--- config.mk ---
export PLATFORM = sky130hd
export DESIGN_NAME = hx8352_delay_us_timer
export DESIGN_NICKNAME = d
export VERILOG_FILES = /design/src/rtl/hx8352_delay_us_timer.sv
export SDC_FILE = /design/constraint.sdc
export NUM_CORES = 1
export LEC_CHECK = 0
export ABC_CLOCK_PERIOD_IN_PS = 2300
export BUFFER_PORTS_ARGS = -buffer_cell sky130_fd_sc_hd__buf_2
export CORE_UTILIZATION = 54
export CTS_CLUSTER_DIAMETER = 60
export DETAILED_ROUTE_END_ITERATION = 10
export GPL_ROUTABILITY_DRIVEN = 1
export GPL_TIMING_DRIVEN = 0
export PLACE_DENSITY = 0.77
export SLEW_MARGIN = 10
export SYNTH_ARGS = -nofsm -noshare
export SYNTH_HDL_FRONTEND = slang
export SYNTH_SLANG_ARGS = --single-unit
--- constraint.sdc ---
create_clock -name clk_1MHz -period 2.3 [get_ports clk_1MHz]
set_input_delay 0.345 -clock clk_1MHz [delete_from_list [all_inputs] [get_ports clk_1MHz]]
set_output_delay 0.345 -clock clk_1MHz [all_outputs]
set_load 0.03 [all_outputs]
--- src/rtl/hx8352_delay_us_timer.sv ---
// Microsecond delay timer for the HX8352 init sequencer: a rising edge on step
// loads delay_us and done is raised after max(delay_us,1) prescaled ticks.
module hx8352_delay_us_timer #(
    parameter int WIDTH      = 16,
    parameter int CLK_PER_US = 1
) (
    input  logic             clk_1MHz,
    input  logic             rst,
    input  logic             step,
    input  logic [WIDTH-1:0] delay_us,
    output logic             done
);

    localparam int               PRE_W      = (CLK_PER_US > 1) ? $clog2(CLK_PER_US) : 1;
    localparam logic [PRE_W-1:0] PRE_RELOAD = PRE_W'(CLK_PER_US - 1);

    typedef enum logic [1:0] {
        S_IDLE,
        S_COUNT,
        S_DONE
    } state_t;

    state_t           state_reg, state_next;
    logic             step_d_reg;
    logic [WIDTH-1:0] cnt_reg, cnt_next;
    logic [PRE_W-1:0] pre_reg, pre_next;
    logic             done_reg, done_next;
    logic             start;
    logic             tick;

    assign start = step & ~step_d_reg;
    assign tick  = (pre_reg == '0);
    assign done  = done_reg;

    always_ff @(posedge clk_1MHz or posedge rst) begin
        if (rst) begin
            state_reg  <= S_IDLE;
            step_d_reg <= 1'b0;
            cnt_reg    <= '0;
            pre_reg    <= '0;
            done_reg   <= 1'b0;
        end else begin
            state_reg  <= state_next;
            step_d_reg <= step;
            cnt_reg    <= cnt_next;
            pre_reg    <= pre_next;
            done_reg   <= done_next;
        end
    end

    always_comb begin
        state_next = state_reg;
        cnt_next   = cnt_reg;
        pre_next   = pre_reg;
        done_next  = done_reg;
        case (state_reg)
            S_IDLE, S_DONE: begin
                if (start) begin
                    cnt_next   = delay_us;
                    pre_next   = PRE_RELOAD;
                    done_next  = 1'b0;
                    state_next = S_COUNT;
                end
            end
            S_COUNT: begin
                // start edges are deliberately ignored while a delay is running
                if (tick) begin
                    pre_next = PRE_RELOAD;
                    if (cnt_reg <= WIDTH'(1)) begin
                        done_next  = 1'b1;
                        state_next = S_DONE;
                    end else begin
                        cnt_next = cnt_reg - WIDTH'(1);
                    end
                end else begin
                    pre_next = pre_reg - PRE_W'(1);
                end
            end
            default: begin
                state_next = S_IDLE;
                done_next  = 1'b0;
            end
        endcase
    end

endmodule

## Word level (Yosys, flattened, before mapping)

Cells that the tools add are included.

| cells by class | value |
|---|---|
| reductions and logical operators | 6 |
| shifts and indexed selects | 0 |
| equality and inequality tests | 6 |
| multiply operators | 0 |
| magnitude comparators | 1 |
| add/subtract/negate cells | 2 |
| multiplexer cells | 14 |
| divide/modulo/power cells | 0 |
| bitwise operators | 2 |

Operators with widths:

| kind | number |
|---|---|
| $mux W16 | 3 |
| $pmux W16 S2 | 1 |
| $le A16 B1 Y1 const B | 1 |
| $sub A16 B1 Y16 const B | 1 |
| $ne A2 B2 Y1 const B | 4 |
| $mux W2 | 3 |
| $mux W1 | 4 |
| $pmux W1 S2 | 2 |
| $pmux W2 S2 | 1 |
| $reduce_and A4 Y1 | 1 |
| $reduce_and A3 Y1 | 1 |
| $eq A2 B1 Y1 const B | 1 |
| $eq A2 B2 Y1 const B | 1 |
| $logic_not A2 Y1 | 1 |
| $reduce_and A2 Y1 | 1 |
| $reduce_bool A2 Y1 | 1 |
| $reduce_or A2 Y1 | 1 |
| $and A1 B1 Y1 | 1 |
| $not A1 Y1 | 1 |
| $sub A1 B1 Y1 const B | 1 |

| storage, ports and cells | value |
|---|---|
| word-level logic and storage cells | 36 |
| output and inout port bits | 1 |
| ROM bits | 0 |
| memories kept | 0 |
| input bits | 19 |
| bits in writable memories | 0 |
| latch bits | 0 |
| register bits after elaboration | 21 |

## Longest topological paths before layout

Gate-level depths: netlist of the first run.

| logic depth | value |
|---|---|
| word-level depth | 4 |
| gate-level depth with buffers | 8 |
| depth with buffers taken out | 8 |

## Worst setup path after synthesis of the first run

OpenSTA, ideal clock, no wires.

| timing | value |
|---|---|
| path type | flip-flop to flip-flop |
| from | register cnt_reg[12] |
| to | register cnt_reg[1] |
| data required time | 2.177 ns |
| setup slack | 0.431 ns |
| stages on the path, launching flop included | 7 |
| arrival | 1.746 ns |
| clock period less this slack | 1.869 ns |
| path buffers | 0 |
| cell sequence | dfrtp_1 or4_4 nor4_4 a21oi_2 nor2_4 inv_2 o221a_1 |

| between the ends | value |
|---|---|
| word-level cells in the longest chain between the ends | 3 |

RTL lines:

| element | RTL line | source |
|---|---|---|
| start, declared | 25 | `logic [WIDTH-1:0] cnt_reg, cnt_next;` |
| start signal, assigned | 45 | `cnt_reg <= cnt_next;` |
| $le A16 B1 Y1 | 69 | `if (cnt_reg <= WIDTH'(1)) begin` |
| $ne A2 B2 Y1 (no line) | n/a |  |
| $reduce_and A4 Y1 (no line) | n/a |  |

Every way passes these cells.
A chain may end at the register's enable or synchronous reset.

## Worst setup path in the final report of the first run

Same ends and word-level chain as after synthesis.

==> results by group, run 1 <==
Setup path
  • Critical path type: register to register
  • CP max FO: 7
  • CP arrival: 2.32 ns
  • Critical path capture point type: register
  • Startpoint types: register
  • Critical Path RT: 2.51 ns

Global routing
  • Antenna violations before repair: 0
  • Total overflow reported by the global router: 0
  • GRT Overall Usage: 27.33%
  • Largest net degree at the start of global routing: 20
  • First-pass GRT wire length: 4899 um
  • Vias in the first global route: 1,050

Cells and area
  • Area grow syn2layout: 13.70%
  • Max reg flops: 16
  • Commonest non-fill, non-tap cells in the layout: 20 x buf_2, 19 x dfrtp_1, 11 x nand2_1
  • Finished Cell Area: 1329 sq um
  • Layout cells sized above 1: 23.53%
  • Nets: 175
  • Commonest non-fill, non-tap cell in the layout: buf_2
  • Ant. Diodes: 0

Die
  • Cell Rows: 16
  • Initial core utilization: 58.38%
  • Die Wd: 48.52 um
  • Die Ht: 48.52 um
  • CORE AREA: 2002 sq um
  • Ports: 20
  • Die area: 2354 sq um

Timing
  • Setup TNS: 0 ns
  • Final Hold Viols: 0
  • Slew Viols, Final: 0
  • Setup Skew: 0.004540 ns
  • Final min period: 2.109 ns
  • Ratio of final minimum period to clock period: 91.70%
  • Max_slew headroom: 49.94%
  • Setup violators final: 0
  • Final WS setup: 0.1909 ns
  • Achievable clock frequency: 474.1 MHz
  • Worst slew pin tran: 0.7501 ns
  • RSZ-0062 raised after global routing: no

Clock tree
  • # H-tree levels: 1
  • Clock Sinks: 19
  • Clock Pin Slew Worst Setup and Hold Paths: 0.11 ns
  • Setup repair bufs after CTS: 0
  • Root Driver: clkbuf_4
  • Hold_buf cts: 0
  • Clk Latency, worst-skew pair: 0.30 ns
  • CTS resizes: 0
  • Clock Path Buffers: 2
  • Clock buffer count from CTS: 3
  • CTS tree: yes

Yosys
  • Average size of a mapped cell: 8.989 sq um
  • Syn_nets: 151
  • Post-synth EDFFs: 0
  • Synthesized area: 1169 sq um
  • Top cell type's share of synthesized area: 40.69%
  • Library cells used by synthesis: 44
  • Primary FF master, synth: dfrtp_1
  • Mapped Cells: 130
  • Dominant cell type by area after synthesis: dfrtp_1
  • Seq cells post-synth: 19
  • Yosys warns: 0
  • Synth area leaders: dfrtp_1 41%, nand2_1 3.5%, o21ai_0 3.4%
  • Seq/Total Area, Yosys: 40.69%
  • Asr flop ratio synth: 100.0%

Drt
  • Remaining antenna violation count: 0
  • Detailed Route WL: 2826 um
  • Post-route DRC: 0
  • Drt first-iter violations: 47
  • Vias/cell: 6.172
  • Wire per inst: 15.70 um
  • Via count: 1,111
  • First drt pass iteration count: 4

Placement
  • Placed cell areas: 1297 sq um
  • Pre-CTS setup slack: 0.04678 ns
  • PortBufs: 19
  • Placer Congestion: 0.9670
  • DP Wirelength: 2025 um

Worst hold path
  • Hold Crit Class: input port to async pin

Power
  • Pleak: 0.0005489 uW
  • PD cells: 1099 nW/um^2
  • Peak supply drop: 0.0006944 V

Run
  • MaxCap Viol Count: 0

Outcome
  • Status: completed
path summary, 6_finish.rpt:
| check | start | end | slack [ns] | cells after the start |
|---|---|---|---|---|
| setup / recovery | cnt_reg[12] | cnt_reg[1] | 0.19 | 6 |
| hold reg to reg | state_reg[0] | done | 0.53 | 1 |
| min in group clk_1MHz | step | step_d_reg | 0.15 | 1 |
| max in group asynchronous | rst | cnt_reg[9] | 1.68 | 2 |
| hold / removal | rst | step_d_reg | 0.15 | 2 |
| setup reg to reg | cnt_reg[12] | cnt_reg[1] | 0.19 | 6 |
final cells by class:
cell class | instances | area (sq um)
sequential | 19 | 475.5
timing repair buffer | 19 | 95.09
multi-input combinational | 97 | 628.1
buffer | 7 | 43.79
tap | 27 | 33.78
inverter | 7 | 26.28
fill | 163 | 673.1
clock buffer | 4 | 26.28
metal layers:
metal	share of wire [%]	GRT usage, %
met5	0	0
met1	45	38.11
met4	2.0	10.29
met2	45	44.37
met3	7.6	2.516
metrics by stage:
| stage | hold slack [ns] | util, % | power [uW] | instances |
|---|---|---|---|---|
| final | 0.1454 | 66.38 | 1460 | 180 |
| after global placement | 0.4650 | 64.81 | 1242 | 176 |
| after floorplan | 0.2961 | - | 1119 | 130 |
| after global routing | 0.1461 | 66.38 | 1581 | 180 |
| after CTS | 0.1470 | 66.13 | 1452 | 180 |
| after detailed placement | 0.4690 | 64.81 | 1276 | 176 |
cells by family after synthesis:
logic type | synth area share (%)
fa+ha+maj | 2.141
buf+inv | 5.994
simple gates | 26.87
flops | 40.69
xor+xnor | 2.249
compound gates | 22.06
report_power, final:
part           switching, uW  internal (uW)
sequential               183            477
combinational            341            284
clock                    108           67.7
total                    631            829
cell usage after synthesis, drive strengths merged, types with 2 or more instances:
cell type,number
dfrtp,19
xnor2,2
buf,2
o22ai,5
nor2,11
nor4,6
nor3,6
a22oi,2
inv,7
nor2b,2
nand2,11
nand3,5
clkbuf,4
o211ai,3
or4,3
ha,2
or2b,2
a31oi,2
a211oi,3
and3,3
o21ai,8
a221o,2
a21oi,7
worst max-delay path, stage by stage (launching register included):
cell	delay, ns
dfrtp_1	0.45
or4_4	0.58
nor4_4	0.35
a21oi_2	0.13
nor2_4	0.22
inv_2	0.06
o221a_1	0.22
(Power assumes the default switching activity.)
==> inputs of run 2 (changes only) <==
Settings changed: ABC_CLOCK_PERIOD_IN_PS 2300 to 2000, CTS_CLUSTER_DIAMETER 60 to 50.
Clock period 2.3 ns to 2 ns, I/O delays scaled along.
==> run 2 against run 1 <==
The flow now finishes with violations (negative setup slack). Sequential cell count did not move. Routed wire length rose by 16%. Final cell count rose by 5.6%. Register-to-register slack got worse by 0.22 ns. Global-route usage rose by 1.6 points. Combinational power rose by 46%. First-iteration DRC count rose by 38%. Clock-buffer cell count did not move. Non-clock buffer count rose by 10. Worst hold slack got worse by 0.044 ns. Final area rose by 10%. Largest cell class unchanged. Highest routed layer unchanged.
==> results by group, run 2 (synthesis results as in run 1) <==
Drt
  • Wire per inst: 17.33 um (+10%)
  • Via count: 1,229 (+11%)
  • Remaining antenna violation count: 0 (unchanged)
  • Drt first-iter violations: 65 (+38%)
  • Post-route DRC: 0 (unchanged)
  • Detailed Route WL: 3292 um (+16%)
  • First drt pass iteration count: 4 (unchanged)
  • Vias/cell: 6.468 (+4.8%)

Die
  • Ports: 20 (unchanged)
  • Die area: 2354 sq um (unchanged)
  • Die Ht: 48.52 um (unchanged)
  • Die Wd: 48.52 um (unchanged)
  • Initial core utilization: 58.38% (unchanged)
  • Cell Rows: 16 (unchanged)
  • CORE AREA: 2002 sq um (unchanged)

Cells and area
  • Nets: 185 (+5.7%)
  • Commonest non-fill, non-tap cell in the layout: buf_2
  • Area grow syn2layout: 25.27%
  • Layout cells sized above 1: 35.58% (+12 points)
  • Max reg flops: 16 (unchanged)
  • Util after Layout: 73.13% (+6.8 points)
  • Commonest non-fill, non-tap cells in the layout: 19 x buf_2, 18 x dfrtp_1, 10 x nand2_1, 10 x buf_4, 8 x nor2_1
  • Ant. Diodes: 0 (unchanged)

Global routing
  • Vias in the first global route: 1,111 (+5.8%)
  • Largest net degree at the start of global routing: 20 (unchanged)
  • Total overflow reported by the global router: 0 (unchanged)
  • Antenna violations before repair: 0 (unchanged)
  • GRT Overall Usage: 28.96% (+1.6 points)
  • Met2 usage: 46.95% (+2.6 points)
  • Busiest layer in global routing: met2
  • Met1 usage: 38.93% (+0.82 points)
  • GRT met3 Usage: 3.459% (+0.94 points)
  • First-pass GRT wire length: 5161 um (+5.3%)

Timing
  • Max_slew headroom: 49.39% (-0.55 points)
  • Final Hold Viols: 0 (unchanged)
  • Worst slew pin tran: 0.7583 ns (+0.008235 ns)
  • Setup violators final: 4 (+4)
  • Ratio of final minimum period to clock period: 101.7% (+10 points)
  • Slew Viols, Final: 0 (unchanged)
  • RSZ-0062 raised after global routing: yes
  • Final WS setup: -0.03401 ns (-0.2249 ns)
  • Final min period: 2.034 ns (-0.07507 ns)
  • Achievable clock frequency: 491.6 MHz (+3.7%)
  • Setup Skew: 0.004899 ns (+0.0003586 ns)

Clock tree
  • Clk Latency, worst-skew pair: 0.31 ns (about the same)
  • Clock Sinks: 19 (unchanged)
  • # H-tree levels: 1 (unchanged)
  • Root Driver: clkbuf_4
  • Clock buffer count from CTS: 3 (unchanged)
  • Hold_buf cts: 0 (unchanged)
  • Clock Path Buffers: 2 (unchanged)
  • Clock Pin Slew Worst Setup and Hold Paths: 0.11 ns (about the same)
  • CTS tree: yes

Outcome
  • Status: finished, violations left
  • Failing checks: negative setup slack

Setup path
  • Startpoint types: register
  • CP max FO: 5 (-2)
  • Critical path type: register to register
  • Worst r2r path cells: 7 (+1)
  • Critical path's slowest cell: or4_4
  • CP cell instances: or4_4, buf_6, nor3_4, a21oi_2, nor2_4, inv_2, o221a_1
  • Largest stage delay on the critical path: 0.55 ns (-0.03 ns)
  • Critical Path RT: 2.21 ns (-0.30 ns)
  • Critical path capture point type: register
  • CP arrival: 2.24 ns (-0.08 ns)

Worst hold path
  • Hold Crit Class: input port to async pin

Power
  • Overall Power: 1895 uW (+30%)
  • PD cells: 1294 nW/um^2 (+18%)
  • Peak supply drop: 0.0008192 V (+18%)
  • Pleak: 0.0006181 uW (+13%)

Placement
  • Pre-CTS setup slack: -0.2532 ns (-0.3000 ns)
  • DP Wirelength: 2025 um (unchanged)
  • Placer Congestion: 0.9670 (unchanged)
  • PortBufs: 19 (unchanged)

Run
  • MaxCap Viol Count: 0 (unchanged)
## run 2: per-stage QoR
step / setup TNS (ns) / hold WS [ns] / instance area [sq um] / std cells
after floorplan: 0 / 0.2511 / 1169 / 130
after global placement: -0.2562 / 0.4200 / 1297 / 176
after detailed placement: -0.6051 / 0.4240 / 1297 / 176
after CTS: 0 / 0.1020 / 1365 / 184
after global routing: -0.3523 / 0.1011 / 1464 / 190
final: -0.08127 / 0.1009 / 1464 / 190
## run 2: worst paths after layout
check | startpoint | end | slack [ns]
min in group clk_1MHz | step | step_d_reg | 0.10
worst min register to register | state_reg[0] | done | 0.54
worst max-delay path | cnt_reg[9] | cnt_reg[1] | -0.03
worst min-delay path | rst | step_d_reg | 0.10
worst max register to register | cnt_reg[9] | cnt_reg[1] | -0.03
max in group asynchronous | rst | cnt_reg[7] | 1.37
## run 2: layer usage
layer | vias to the layer above | routed length, um
met2 | 86 | 1527
met1 | 571 | 1308
met5 | - | 0
li1 | 553 | -
met3 | 19 | 338
met4 | 0 | 119
## run 2: cell type report
| type | instances | area [sq um] |
|---|---|---|
| fillers | 146 | 538.0 |
| repair buffers | 29 | 170.2 |
| multi-input cells | 97 | 679.4 |
| inverters | 7 | 26.28 |
| flip-flops and latches | 19 | 476.7 |
| plain buffers | 7 | 51.30 |
| clock buffers | 4 | 26.28 |
| well taps | 27 | 33.78 |
## run 2: power by group
group	switching [uW]	internal, uW	total [uW]
logic	476	437	913
registers	228	551	779
clock network	125	77.9	203
total	829	1070	1890
## run 2: timing repair
action / CTS / global route
setup endpoints to repair: 8 / 14
setup buffers: 4 / 6
gates resized for setup: 2 / 18
gates cloned: 0 / 0
pin swaps: 2 / 9
## run 2: worst max-delay path, delay by kind of cell (launching register included)
kind	cells	cell delay [ns]
AND/OR/NAND/NOR	3	0.97
flip-flops	1	0.45
buffers and inverters	2	0.21
AO/OA/AOI/OAI	2	0.32
